[config.mk]
export PLATFORM = sky130hd
export DESIGN_NAME = mcs4_bus_fabric
export DESIGN_NICKNAME = d
export VERILOG_FILES = /design/src/rtl/mcs4_pkg.sv /design/src/rtl/mcs4_phase_tracker.sv /design/src/rtl/mcs4_bus_fabric.sv
export SDC_FILE = /design/constraint.sdc
export NUM_CORES = 1
export LEC_CHECK = 0
export ABC_CLOCK_PERIOD_IN_PS = 2700
export CAP_MARGIN = 10
export CORE_MARGIN = 4
export CORE_UTILIZATION = 40
export DETAILED_ROUTE_END_ITERATION = 10
export PLACE_DENSITY = 0.74
export SYNTH_ARGS = -nofsm -noshare
export SYNTH_HDL_FRONTEND = slang
export SYNTH_SLANG_ARGS = --single-unit
[constraint.sdc]
create_clock -name clk -period 2.7 [get_ports clk]
set_input_delay 0.27 -clock clk [delete_from_list [all_inputs] [get_ports clk]]
set_output_delay 0.27 -clock clk [all_outputs]
set_load 0.005 [all_outputs]
[src/rtl/mcs4_pkg.sv]
// Shared types for the MCS-4 bus fabric: instruction-cycle phases and the
// per-cycle trace record (PC, OPR, OPA, cm_rom at A3).
package mcs4_pkg;

    localparam int NUM_PHASES = 8;

    typedef enum logic [2:0] {
        PH_A1 = 3'd0,
        PH_A2 = 3'd1,
        PH_A3 = 3'd2,
        PH_M1 = 3'd3,
        PH_M2 = 3'd4,
        PH_X1 = 3'd5,
        PH_X2 = 3'd6,
        PH_X3 = 3'd7
    } phase_t;

    typedef struct packed {
        logic [11:0] pc;
        logic [3:0]  opr;
        logic [3:0]  opa;
        logic        cm_rom;
    } trace_t;

endpackage

[src/rtl/mcs4_phase_tracker.sv]
// Follows the i4004 sync line to produce the current phase, a lock flag,
// a one-hot phase strobe and a pulse when sync arrives out of place.
// Ports: clk, rst, sync -> phase, locked, sync_err, phase_oh.
module mcs4_phase_tracker
    import mcs4_pkg::*;
(
    input  logic                  clk,
    input  logic                  rst,
    input  logic                  sync,
    output phase_t                phase,
    output logic                  locked,
    output logic                  sync_err,
    output logic [NUM_PHASES-1:0] phase_oh
);

    phase_t phase_next;

    // X3 holds while the CPU is stalled or in reset; sync always wins.
    always_comb begin
        phase_next = phase;
        if (sync) begin
            phase_next = PH_A1;
        end else if (phase != PH_X3) begin
            phase_next = phase_t'(phase + 3'd1);
        end
    end

    always_ff @(posedge clk or posedge rst) begin
        if (rst) begin
            phase    <= PH_X3;
            locked   <= 1'b0;
            sync_err <= 1'b0;
        end else begin
            phase    <= phase_next;
            sync_err <= sync && locked && (phase != PH_X3);
            if (sync) begin
                locked <= 1'b1;
            end
        end
    end

    assign phase_oh = NUM_PHASES'(1) << phase;

endmodule

[src/rtl/mcs4_bus_fabric.sv]
// MCS-4 data-bus OR-merge plus bus monitor: phase tracking, one trace
// record per instruction cycle, contention detection and counters.
// Ports: sync/cm_* and agent nibbles in; d_bus, phase, trace_*,
// contention pulses and counters out; dbg_clear zeroes the counters.
module mcs4_bus_fabric
    import mcs4_pkg::*;
#(
    parameter int ROM_CHIPS  = 2,
    parameter int RAM_BANKS  = 4,
    parameter int BANK_CHIPS = 4,
    parameter int CNT_W      = 32
) (
    input  logic                                 clk,
    input  logic                                 rst,
    input  logic                                 sync,
    input  logic                                 cm_rom,
    input  logic [RAM_BANKS-1:0]                 cm_ram,
    input  logic [3:0]                           d_cpu,
    input  logic [ROM_CHIPS-1:0][3:0]            d_rom,
    input  logic [RAM_BANKS*BANK_CHIPS-1:0][3:0] d_ram,
    output logic [3:0]                           d_bus,
    output phase_t                               phase,
    output logic                                 locked,
    output logic                                 sync_err,
    output logic                                 trace_valid,
    output logic [11:0]                          trace_pc,
    output logic [3:0]                           trace_opr,
    output logic [3:0]                           trace_opa,
    output logic                                 trace_cm_rom,
    output logic                                 contention,
    output logic [15:0]                          contention_cnt,
    output logic [CNT_W-1:0]                     cycle_cnt,
    input  logic                                 dbg_clear
);

    logic [NUM_PHASES-1:0] ph_oh;
    logic [5:0]            n_drv;
    logic                  multi;
    logic                  emit;
    logic [11:0]           sh_pc;
    logic [3:0]            sh_opr;
    logic                  sh_cm_rom;
    trace_t                trace_q;

    // cm_ram only selects RAM chips; the monitor has no use for it.
    logic unused_cm_ram;
    assign unused_cm_ram = ^cm_ram;

    mcs4_phase_tracker u_phase (
        .clk      (clk),
        .rst      (rst),
        .sync     (sync),
        .phase    (phase),
        .locked   (locked),
        .sync_err (sync_err),
        .phase_oh (ph_oh)
    );

    always_comb begin
        d_bus = d_cpu;
        n_drv = 6'(|d_cpu);
        for (int i = 0; i < ROM_CHIPS; i++) begin
            d_bus = d_bus | d_rom[i];
            n_drv = n_drv + 6'(|d_rom[i]);
        end
        for (int i = 0; i < RAM_BANKS * BANK_CHIPS; i++) begin
            d_bus = d_bus | d_ram[i];
            n_drv = n_drv + 6'(|d_ram[i]);
        end
    end

    assign multi = locked && (n_drv > 6'd1);

    // Record leaves as the cycle enters X1; OPA bypasses its shadow.
    // A resync during M2 suppresses the aborted cycle's record.
    assign emit = locked && ph_oh[PH_M2] && !sync;

    always_ff @(posedge clk or posedge rst) begin
        if (rst) begin
            sh_pc          <= '0;
            sh_opr         <= '0;
            sh_cm_rom      <= 1'b0;
            trace_q        <= '0;
            trace_valid    <= 1'b0;
            contention     <= 1'b0;
            contention_cnt <= '0;
            cycle_cnt      <= '0;
        end else begin
            if (locked) begin
                if (ph_oh[PH_A1]) sh_pc[3:0]  <= d_bus;
                if (ph_oh[PH_A2]) sh_pc[7:4]  <= d_bus;
                if (ph_oh[PH_A3]) sh_pc[11:8] <= d_bus;
                if (ph_oh[PH_A3]) sh_cm_rom   <= cm_rom;
                if (ph_oh[PH_M1]) sh_opr      <= d_bus;
            end
            trace_valid <= emit;
            if (emit) begin
                trace_q <= '{pc: sh_pc, opr: sh_opr,
                             opa: d_bus, cm_rom: sh_cm_rom};
            end
            contention <= multi;
            if (dbg_clear) begin
                contention_cnt <= '0;
                cycle_cnt      <= '0;
            end else begin
                if (emit) begin
                    cycle_cnt <= cycle_cnt + CNT_W'(1);
                end
                if (multi && (contention_cnt != 16'hFFFF)) begin
                    contention_cnt <= contention_cnt + 16'd1;
                end
            end
        end
    end

    assign trace_pc     = trace_q.pc;
    assign trace_opr    = trace_q.opr;
    assign trace_opa    = trace_q.opa;
    assign trace_cm_rom = trace_q.cm_rom;

endmodule

==> impl_metrics.py, run 1 <==
metrics = {
    "power": {
        "p_per_area_nw_per_um2": 507,
        "ir_worst_vdd_v": 0.000331,
        "power_frac_comb_pct": 23.4,
        "seqPwrFrac_pct": 45.0,
        "p_int_mw": 2.80,
        "p_total_mw": 3.89,
        "netSwitchingFraction_pct": 28.0,
        "share_clk_of_total_power_pct": 31.6,
        "p_leak_nw": 3.27,
        "switching_power_mw": 1.09,
    },
    "floorplan": {
        "die_x_um": 120,
        "die_area_um2": 14400,
        "placementRows": 40,
        "start_util_pct": 41.3,
        "io-pin-count": 165,
        "fp.dieH_um": 120,
        "core-area_um2": 12200,
    },
    "finish": {
        "utilization_pct": 63.0,
        "n_antenna_cell": 0,
        "area_delta_synth_final_pct": 52.7,
        "stdcell_count": 901,
        "finalNetCount": 841,
        "drive_gt1_share_pct": 19.0,
        "fillers": 1015,
    },
    "setup_path": {
        "cp.required_ps": 2930,
        "regToRegEndpoint": "contention_cnt[5]$_DFFE_PP0P_",
        "crit_type": "input pin to register",
        "crit_buf_inv": 4,
        "r2r_start": "contention_cnt[0]$_DFFE_PP0P_",
        "cp_cell_sequence": "clkdlybuf4s15_2 > or4_4 > fa_1 > fa_1 > fa_1 > inv_1 > fa_1 > fa_1 > fa_2 > fa_2 > or4b_4 > o21ai_4 > buf_12 > buf_12 > nor4b_4 > mux2_4",
        "crit_end": "contention_cnt[12]$_DFFE_PP0P_",
        "cp.arrival_ps": 5650,
        "cp_max_fo": 5,
        "r2r_setup_slack_ps": 480,
        "cp-startpoint": "d_ram[16]",
        "critPathLaunchType": "input pin",
        "cp_top_family": "adder cells",
        "max_stage_delay_ps": 590,
        "cp-end-kind": "register",
        "path_depth": 16,
        "critPathMostFrequentCell": "fa_1",
        "cpMaxStageDelayCell": "fa_1",
        "rr_worst_depth": 6,
    },
    "placement": {
        "routabilityCongestion": 0.885,
        "dp_hpwl_um": 11700,
        "dp.cells": 879,
        "io_buffers": 160,
        "dp_slack_ps": -3290,
    },
    "grt": {
        "grt_pass1_vias": 5037,
        "track_usage_pct": 21.1,
        "grt.met3_usage_pct": 5.56,
        "grt_pass1_wl_um": 24400,
        "globalRouteMet2Util_pct": 37.1,
        "gr-total-overflow": 0,
        "groute.layer.met1.usage_pct": 23.6,
        "grt-busiest-layer": "met2",
        "grt_max_degree": 40,
        "grt_antenna_before_repair": 0,
    },
    "timing": {
        "slew_violations": 0,
        "setup_viol": 17,
        "finClkSkew_ps": 11.4,
        "tightest_slew_ps": 588,
        "max_clock_freq_mhz": 184,
        "rsz0062_at_grt": "yes",
        "finalCritPeriodShare_pct": 201,
        "layout_setup_ws_ps": -2730,
        "max_slew_margin_pct": 60.8,
        "timing_hold_violations_final": 0,
        "setup_tns_ps": -45480,
        "min_period_ps": 5430,
    },
    "synth": {
        "synth-seq-cells": 93,
        "synth_common_cells": "90 x dfrtp_1, 90 x nand2_1, 55 x nor2_1, 36 x nor4_1, 24 x xor2_1",
        "synth_edf_count": 0,
        "ys.flop_type": "dfrtp_1",
        "yosysWarnings": 0,
        "ys_top_cells_by_area": "dfrtp_1 45%, nand2_1 6.7%, fa_1 5.2%, nor4_1 4.5%, xor2_1 4.2%",
        "ys_seq_area_share_pct": 46.4,
        "synth_nets": 635,
        "synthDistinctLibCells": 45,
        "netlist_area_um2": 5020,
        "synthCells": 522,
        "syn_avg_cell_area_um2": 9.61,
        "synth_top_area_cell": "dfrtp_1",
        "yosysTopAreaCellShare_pct": 44.9,
        "ys_async_sr_fraction_pct": 100,
    },
    "routing": {
        "route.detailed.drc": 0,
        "drt_wl_total_um": 15100,
        "vias_per_cell": 5.31,
        "drt_pass1_iterations": 4,
        "wl_per_cell_um": 16.8,
        "ant_nets": 0,
        "drtIter0Drc": 323,
        "dr_total_vias": 4784,
    },
    "flow_run": {
        "cap_violations": 0,
    },
    "clock_network": {
        "cts_buffer_depth": 2,
        "cts_hold_buffers": 0,
        "clk_pin_slew_ps": 70,
        "root_buffer": "clkbuf_16",
        "cts.sink_count": 93,
        "insertion_delay_ps": 340,
        "cts_buffers": 9,
        "cts_tree": "built",
        "htree_num_levels": 3,
    },
    "status": {
        "violations": "negative setup slack",
        "status": "finished with violations",
    },
    "min_path": {
        "hold_path.class": "input pin to asynchronous set/reset pin",
    },
}
==> final cells by class <==
class,instances,area [um2],share of cell area (%)
Multi-Input combinational cell,389,2730,35.6
Sequential cell,93,2330,30.4
Timing Repair Buffer,212,2010,26.3
Clock buffer,9,225,2.94
Tap cell,168,210,2.74
Inverter,23,87.6,1.14
Clock inverter,7,65.1,0.849
==> how the worst min path moves through the flow <==
stage | from | end | slack (ps) | cells after the start
5_1_grt | rst | cycle_cnt[24]$_DFFE_PP0P_ | 360 | 2
3_3_place_gp | sh_cm_rom$_DFFE_PP0P_ | trace_cm_rom$_DFFE_PP0P_ | 450 | 2
4_1_cts | rst | contention_cnt[11]$_DFFE_PP0P_ | 310 | 2
6_report | rst | contention_cnt[11]$_DFFE_PP0P_ | 290 | 2
2_1_floorplan | sync | u_phase.phase[0]$_DFFE_PP1P_ | 300 | 1
3_5_place_dp | sh_cm_rom$_DFFE_PP0P_ | trace_cm_rom$_DFFE_PP0P_ | 460 | 2
==> per-layer routing <==
metal / share of wire (%) / wire, um
met4: 4.3 / 653
met1: 39 / 5840
met2: 50 / 7560
met3: 7.1 / 1070
met5: 0 / 0
==> power by group through the flow <==
stage / logic (mW) / registers [mW] / clock network [mW]
6_report: 0.910 / 1.75 / 1.23
5_1_grt: 1.01 / 1.78 / 1.32
2_1_floorplan: 0.302 / 1.76 / 0
4_1_cts: 0.922 / 1.75 / 1.26
3_5_place_dp: 0.922 / 1.78 / 0
3_3_place_gp: 0.902 / 1.77 / 0
==> kinds of logic (layout without fill, tap and decap cells) <==
family                     Yosys count  in the layout  share of synthesized area (%)
adders and majority gates           28             28                           8.93
DFF                                 93             93                           46.4
xor gates and xnor gates            30             30                           5.24
muxes                               13             13                           2.84
and+or+nand+nor                    280            280                           29.3
AOI/OAI and AO/OA                   38             38                           4.06
buffers and inverters               40            251                           3.22
==> worst register-to-register path, cell delays in order, from the launching register on <==
cell,delay (ps)
dfrtp_1,430
ha_1,210
and2_1,240
nand4_2,300
nor3_4,490
nor4_1,120
mux2_1,320
==> through the flow <==
| step | hold slack [ps] | cell area, um2 |
|---|---|---|
| after floorplan | 303 | 5050 |
| after global placement | 448 | 7150 |
| after detailed placement | 456 | 7150 |
| after CTS | 307 | 7570 |
| after global routing | 358 | 7660 |
| final | 289 | 7660 |
==> repair_timing <==
action	CTS	global route
setup buffers	4	1
resized for setup	112	23
pin swaps	7	8
setup endpoints to repair	17	18
cloned	2	1
==> cell usage in the layout, fill, tap and decap left out, drive strengths merged, types with 14 or more instances in the layout <==
cell type,count
a21oi,14
buf,69
clkdlybuf4s50,125
dfrtp,90
ha,15
inv,26
nand2,90
nand3,22
nand4,21
nor2,56
nor4,37
o21ai,20
or4,14
xor2,24
==> flip-flops by register name, summed over array words and instances, names as in the netlist, 3 cells and up <==
| name | cells |
|---|---|
| trace_opa | 4 |
| trace_opr | 4 |
| cycle_cnt | 32 |
| sh_opr | 4 |
| sh_pc | 12 |
| contention_cnt | 16 |
| u_phase.phase | 3 |
| trace_pc | 12 |
Note: power is estimated with default switching activity, not from simulation.
==> run 2, diff against run 1 <==
--- a/config.mk
+++ b/config.mk
@@ -5,12 +5,14 @@
 export SDC_FILE = /design/constraint.sdc
 export NUM_CORES = 1
 export LEC_CHECK = 0
-export ABC_CLOCK_PERIOD_IN_PS = 2700
+export ABC_CLOCK_PERIOD_IN_PS = 5200
 export CAP_MARGIN = 10
+export CELL_PAD_IN_SITES_DETAIL_PLACEMENT = 0
+export CELL_PAD_IN_SITES_GLOBAL_PLACEMENT = 1
 export CORE_MARGIN = 4
-export CORE_UTILIZATION = 40
+export CORE_UTILIZATION = 35
 export DETAILED_ROUTE_END_ITERATION = 10
-export PLACE_DENSITY = 0.74
+export PLACE_DENSITY_LB_ADDON = 0.12
 export SYNTH_ARGS = -nofsm -noshare
 export SYNTH_HDL_FRONTEND = slang
 export SYNTH_SLANG_ARGS = --single-unit
==> constraint.sdc (replaced) <==
create_clock -name clk -period 5.2 [get_ports clk]
set_input_delay 0.52 -clock clk [delete_from_list [all_inputs] [get_ports clk]]
set_output_delay 0.52 -clock clk [all_outputs]
set_load 0.005 [all_outputs]
==> run 2 against run 1 <==
Compared with the run above: the flow still finishes with violations (negative setup slack); sequential power down 48%; final area down 3.6%; first-iteration DRC count down 24%; wire length up 1.5%; cell count down 1.9%; total power down 48%; non-clock buffer count down 29; critical path depth unchanged; setup slack better by 2400 ps; via count down 3.7%; worst hold slack better by 180 ps; die area up 13%; critical endpoint unchanged; largest power group unchanged; highest routed layer unchanged.
==> impl_metrics.py, run 2 (synthesis results as in run 1) <==
metrics = {
    "floorplan": {
        "placementRows": 43,
        "io-pin-count": 165,
        "start_util_pct": 35.9,
        "die_area_um2": 16300,
        "die_x_um": 128,
        "fp.dieH_um": 128,
        "core-area_um2": 14000,
    },
    "routing": {
        "route.detailed.drc": 0,
        "wl_per_cell_um": 17.4,
        "drt_wl_total_um": 15400,
        "drtIter0Drc": 246,
        "ant_nets": 0,
        "dr_total_vias": 4608,
        "drt_pass1_iterations": 4,
        "vias_per_cell": 5.21,
    },
    "placement": {
        "dp_hpwl_um": 11500,
        "dp_slack_ps": -999,
        "io_buffers": 160,
        "place_area_um2": 6960,
        "routabilityCongestion": 0.959,
    },
    "setup_path": {
        "cpMaxStageDelayCell": "fa_1",
        "cp.required_ps": 5430,
        "cp_top_family": "adder cells",
        "cp_max_fo": 5,
        "max_stage_delay_ps": 540,
        "cp_cell_sequence": "clkdlybuf4s15_1 > or4_4 > fa_1 > fa_1 > fa_1 > inv_1 > fa_1 > fa_1 > fa_2 > fa_1 > or4b_4 > o21ai_4 > buf_6 > buf_16 > nor4b_2 > mux2_1",
        "critPathLaunchType": "input pin",
        "cp-end-kind": "register",
        "critPathMostFrequentCell": "fa_1",
        "crit_type": "input pin to register",
        "cp.arrival_ps": 5780,
        "crit_buf_inv": 4,
    },
    "timing": {
        "tightest_slew_ps": 1060,
        "timing_hold_violations_final": 0,
        "max_clock_freq_mhz": 180,
        "rsz0062_at_grt": "yes",
        "setup_tns_ps": -4670,
        "finClkSkew_ps": 9.31,
        "min_period_ps": 5550,
        "setup_viol": 17,
        "max_slew_margin_pct": 29.6,
        "finalCritPeriodShare_pct": 107,
        "layout_setup_ws_ps": -351,
        "slew_violations": 0,
    },
    "clock_network": {
        "cts_buffers": 9,
        "htree_num_levels": 3,
        "cts_buffer_depth": 2,
        "insertion_delay_ps": 350,
        "root_buffer": "clkbuf_16",
        "cts.sink_count": 93,
        "cts_tree": "built",
        "clk_pin_slew_ps": 70,
    },
    "grt": {
        "grt_pass1_vias": 4834,
        "grt_antenna_before_repair": 0,
        "grt_pass1_wl_um": 24800,
        "gr-total-overflow": 0,
        "track_usage_pct": 19.1,
        "grt_max_degree": 69,
    },
    "finish": {
        "largest-register": "cycle_cnt",
        "layout_common_cells": "124 x clkdlybuf4s50_1, 90 x nand2_1, 90 x dfrtp_1, 54 x nor2_1, 28 x nor4_1",
        "final_common_cell": "clkdlybuf4s50_1",
        "drive_gt1_share_pct": 14.5,
        "top_regs": "cycle_cnt x32, contention_cnt x16",
        "finalInstanceArea_um2": 7380,
        "fillers": 1324,
        "largest_reg_flops": 32,
        "n_antenna_cell": 0,
        "finalNetCount": 812,
        "area_delta_synth_final_pct": 47.1,
        "utilization_pct": 52.8,
    },
    "power": {
        "p_int_mw": 1.45,
        "switching_power_mw": 0.568,
        "netSwitchingFraction_pct": 28.2,
        "seqPwrFrac_pct": 45.1,
        "ir_worst_vdd_v": 0.000156,
        "power_frac_comb_pct": 23.0,
        "share_clk_of_total_power_pct": 31.8,
        "p_per_area_nw_per_um2": 273,
        "p_total_mw": 2.02,
        "p_leak_nw": 3.07,
    },
    "flow_run": {
        "cap_violations": 0,
    },
    "min_path": {
        "hold_path.class": "register to register",
    },
    "status": {
        "violations": "negative setup slack",
        "status": "finished with violations",
    },
}
==> run 2: power by group through the flow <==
stage	Combinational (mW)	Sequential [mW]	Clock, mW
finish	0.465	0.910	0.642
global route	0.526	0.926	0.698
CTS	0.475	0.912	0.660
detailed placement	0.476	0.922	0
global placement	0.472	0.919	0
floorplan	0.157	0.916	0
==> run 2: final timing paths <==
path | end | cells past startpoint | slack, ps | from
worst min-delay path | trace_cm_rom$_DFFE_PP0P_ | 2 | 470 | sh_cm_rom$_DFFE_PP0P_
worst max-delay path | contention_cnt[12]$_DFFE_PP0P_ | 16 | -350 | d_ram[48]
min in group asynchronous | contention_cnt[5]$_DFFE_PP0P_ | 2 | 500 | rst
worst min register to register | trace_cm_rom$_DFFE_PP0P_ | 2 | 470 | sh_cm_rom$_DFFE_PP0P_
max in group asynchronous | cycle_cnt[11]$_DFFE_PP0P_ | 3 | 3530 | rst
worst max register to register | cycle_cnt[26]$_DFFE_PP0P_ | 8 | 2180 | u_phase.phase[0]$_DFFE_PP1P_
==> run 2: what timing repair did <==
action,CTS,global route
pin swaps,9,1
resized for setup,114,6
cloned,2,0
setup buffers,2,0
endpoints found under the setup margin,17,17
hold buffers,0,0
==> run 2: cell type report <==
cell class	instances	area (um2)	share of cell area [%]
inverters	23	88.8	1.20
clock inverters	6	51.3	0.695
flip-flops and latches	93	2330	31.6
clock buffers	10	239	3.24
repair buffers	183	1740	23.5
multi-input cells	389	2710	36.7
well taps	180	225	3.05
==> run 2: worst reg2reg max path: cells and delay by family (launching register included) <==
family / cells / cell delay [ps]
AND/OR/NAND/NOR: 4 / 1180
buffers and inverters: 2 / 920
flip-flops: 1 / 410
XOR/XNOR: 1 / 200
adder cells (fa/ha/maj): 1 / 170
==> run 2: per-layer routing <==
metal	vias to the layer above	global-route usage, %	wire length, um	part of all wire [%]
li1	2172	-	-	-
met1	2246	22.7	6210	40
met2	161	31.7	7480	49
met3	29	6.42	1140	7.4
met4	0	7.93	516	3.4
met5	-	0	0	0
==> run 2: through the flow <==
step                cells  hold WS (ps)
global placement      865           449
floorplan             522           433
finish                884           468
CTS                   885           471
detailed placement    865           450
global route          884           504
==> run 3, diff against run 2 <==
--- a/config.mk
+++ b/config.mk
@@ -5,12 +5,12 @@
 export SDC_FILE = /design/constraint.sdc
 export NUM_CORES = 1
 export LEC_CHECK = 0
-export ABC_CLOCK_PERIOD_IN_PS = 5200
+export ABC_CLOCK_PERIOD_IN_PS = 4800
 export CAP_MARGIN = 10
 export CELL_PAD_IN_SITES_DETAIL_PLACEMENT = 0
 export CELL_PAD_IN_SITES_GLOBAL_PLACEMENT = 1
 export CORE_MARGIN = 4
-export CORE_UTILIZATION = 35
+export CORE_UTILIZATION = 31
 export DETAILED_ROUTE_END_ITERATION = 10
 export PLACE_DENSITY_LB_ADDON = 0.12
 export SYNTH_ARGS = -nofsm -noshare
==> constraint.sdc (replaced) <==
create_clock -name clk -period 4.8 [get_ports clk]
set_input_delay 0.48 -clock clk [delete_from_list [all_inputs] [get_ports clk]]
set_output_delay 0.48 -clock clk [all_outputs]
set_load 0.005 [all_outputs]
==> run 3 against run 2 <==
Compared with the run above: clock power increased by 18%; largest power group unchanged; clock skew is 1.0 ps lower; the flow still finishes with violations (negative setup slack); global-route usage fell by 2.7 points; flip-flop and latch count unchanged; cell count increased by 4.0%; clock-buffer cell count down 1; core utilization down 5.6 points; largest cell class unchanged; critical endpoint unchanged; combinational power up 6.0%; total power rose by 11%.
==> impl_metrics.py, run 3 (synthesis results as in run 1) <==
metrics = {
    "status": {
        "status": "finished with violations",
        "violations": "negative setup slack",
    },
    "timing": {
        "setup_viol": 17,
        "slew_violations": 0,
        "timing_hold_violations_final": 0,
        "layout_setup_ws_ps": -816,
        "rsz0062_at_grt": "yes",
        "max_slew_margin_pct": 30.4,
        "min_period_ps": 5620,
        "finClkSkew_ps": 8.27,
        "finalCritPeriodShare_pct": 117,
        "worst_hold_slack_ps": 470,
        "setup_tns_ps": -12980,
        "tightest_slew_ps": 1040,
        "max_clock_freq_mhz": 178,
    },
    "clock_network": {
        "cts.sink_count": 93,
        "cts_buffers": 9,
        "cts_hold_buffers": 0,
        "htree_num_levels": 3,
        "clk_pin_slew_ps": 70,
        "root_buffer": "clkbuf_16",
        "insertion_delay_ps": 340,
        "cts_tree": "built",
        "cts_buffer_depth": 2,
    },
    "grt": {
        "track_usage_pct": 16.4,
        "globalRouteMet2Util_pct": 27.4,
        "grt_pass1_vias": 4687,
        "groute.layer.met1.usage_pct": 20.5,
        "grt_max_degree": 56,
        "grt.met3_usage_pct": 5.42,
        "grt_antenna_before_repair": 0,
        "grt-busiest-layer": "met2",
        "gr-total-overflow": 0,
        "grt_pass1_wl_um": 23900,
    },
    "finish": {
        "n_antenna_cell": 0,
        "final_common_cell": "clkdlybuf4s50_1",
        "finalNetCount": 813,
        "top_regs": "cycle_cnt x32, contention_cnt x16",
        "area_delta_synth_final_pct": 49.2,
        "largest-register": "cycle_cnt",
        "drive_gt1_share_pct": 14.2,
        "largest_reg_flops": 32,
        "layout_common_cells": "123 x clkdlybuf4s50_1, 90 x nand2_1, 90 x dfrtp_1, 55 x nor2_1, 26 x nor4_1",
    },
    "setup_path": {
        "crit_buf_inv": 3,
        "cp.arrival_ps": 5840,
        "cp_cell_sequence": "buf_6 > or4_4 > fa_1 > fa_1 > fa_1 > inv_1 > fa_1 > fa_1 > fa_2 > fa_1 > or4b_4 > o21ai_4 > buf_8 > nor4b_2 > mux2_1",
        "cp-end-kind": "register",
        "crit_type": "input pin to register",
        "cp_top_family": "adder cells",
        "critPathMostFrequentCell": "fa_1",
        "max_stage_delay_ps": 560,
        "critPathLaunchType": "input pin",
        "cp.required_ps": 5020,
        "cp_max_fo": 6,
        "r2r_setup_slack_ps": 1890,
        "cpMaxStageDelayCell": "fa_1",
    },
    "routing": {
        "drt_pass1_iterations": 4,
        "route.detailed.drc": 0,
        "drtIter0Drc": 187,
        "vias_per_cell": 4.99,
        "ant_nets": 0,
        "wl_per_cell_um": 16.3,
        "dr_total_vias": 4587,
        "drt_wl_total_um": 15000,
    },
    "power": {
        "ir_worst_vdd_v": 0.000189,
        "p_per_area_nw_per_um2": 299,
        "p_leak_nw": 3.10,
    },
    "placement": {
        "dp_hpwl_um": 11200,
        "dp_slack_ps": -1390,
        "io_buffers": 160,
        "routabilityCongestion": 0.794,
    },
    "floorplan": {
        "die_area_um2": 18300,
        "core-area_um2": 15900,
        "io-pin-count": 165,
        "placementRows": 46,
        "start_util_pct": 31.6,
        "fp.dieH_um": 135,
        "die_x_um": 135,
    },
    "flow_run": {
        "cap_violations": 0,
    },
    "min_path": {
        "hold_path.class": "register to register",
    },
}
## run 3: layer usage
| metal | up-vias | part of all wire (%) | routed length [um] |
|---|---|---|---|
| li1 | 2164 | - | - |
| met5 | - | 0 | 0 |
| met1 | 2255 | 43 | 6410 |
| met4 | 0 | 1.2 | 186 |
| met3 | 15 | 7.5 | 1120 |
| met2 | 153 | 49 | 7300 |
## run 3: power by group
part           switching (mW)  internal [mW]
Sequential             0.0747          0.910
Combinational           0.207          0.286
Clock                   0.305          0.454
## run 3: repair_timing
item / CTS / global route
gates resized for setup: 100 / 19
hold endpoints to repair: 0 / 0
pin swaps: 6 / 2
buffers inserted: 1 / 1
cloned: 2 / 0
setup endpoints to repair: 17 / 17
## run 3: stage by stage
step                      cell area (um2)  total power, mW  cells  utilization (%)
final                                7490             2.24    919             47.1
after CTS                            7420             2.27    919             46.7
after global routing                 7490             2.37    919             47.1
after detailed placement             7010             1.50    902             44.1
after floorplan                      5050             1.16    522                -
after global placement               7010             1.49    902             44.1
## run 3: layout make-up
| cell class | instances | area (um2) |
|---|---|---|
| clock buffer | 9 | 225 |
| timing repair buffer | 184 | 1760 |
| sequential | 93 | 2330 |
| clock inverter | 5 | 85.1 |
| multi-input combinational | 389 | 2730 |
| inverter | 23 | 87.6 |
| fill | 1529 | 8400 |
| tap | 216 | 270 |
## run 3: worst paths after layout
kind | start | to | depth (start not counted)
max in group asynchronous | rst | sh_pc[9]$_DFFE_PP0P_ | 3
max | d_ram[34] | contention_cnt[12]$_DFFE_PP0P_ | 15
min | sh_cm_rom$_DFFE_PP0P_ | trace_cm_rom$_DFFE_PP0P_ | 2
max reg2reg | u_phase.phase[0]$_DFFE_PP1P_ | cycle_cnt[26]$_DFFE_PP0P_ | 8
min reg2reg | sh_cm_rom$_DFFE_PP0P_ | trace_cm_rom$_DFFE_PP0P_ | 2
min in group asynchronous | rst | contention_cnt[12]$_DFFE_PP0P_ | 2
## run 3: tightest hold or removal path, delay by kind of cell, from the launching register on
| kind | cells | cell delay [ps] |
|---|---|---|
| simple gates | 2 | 100 |
| flops | 1 | 340 |
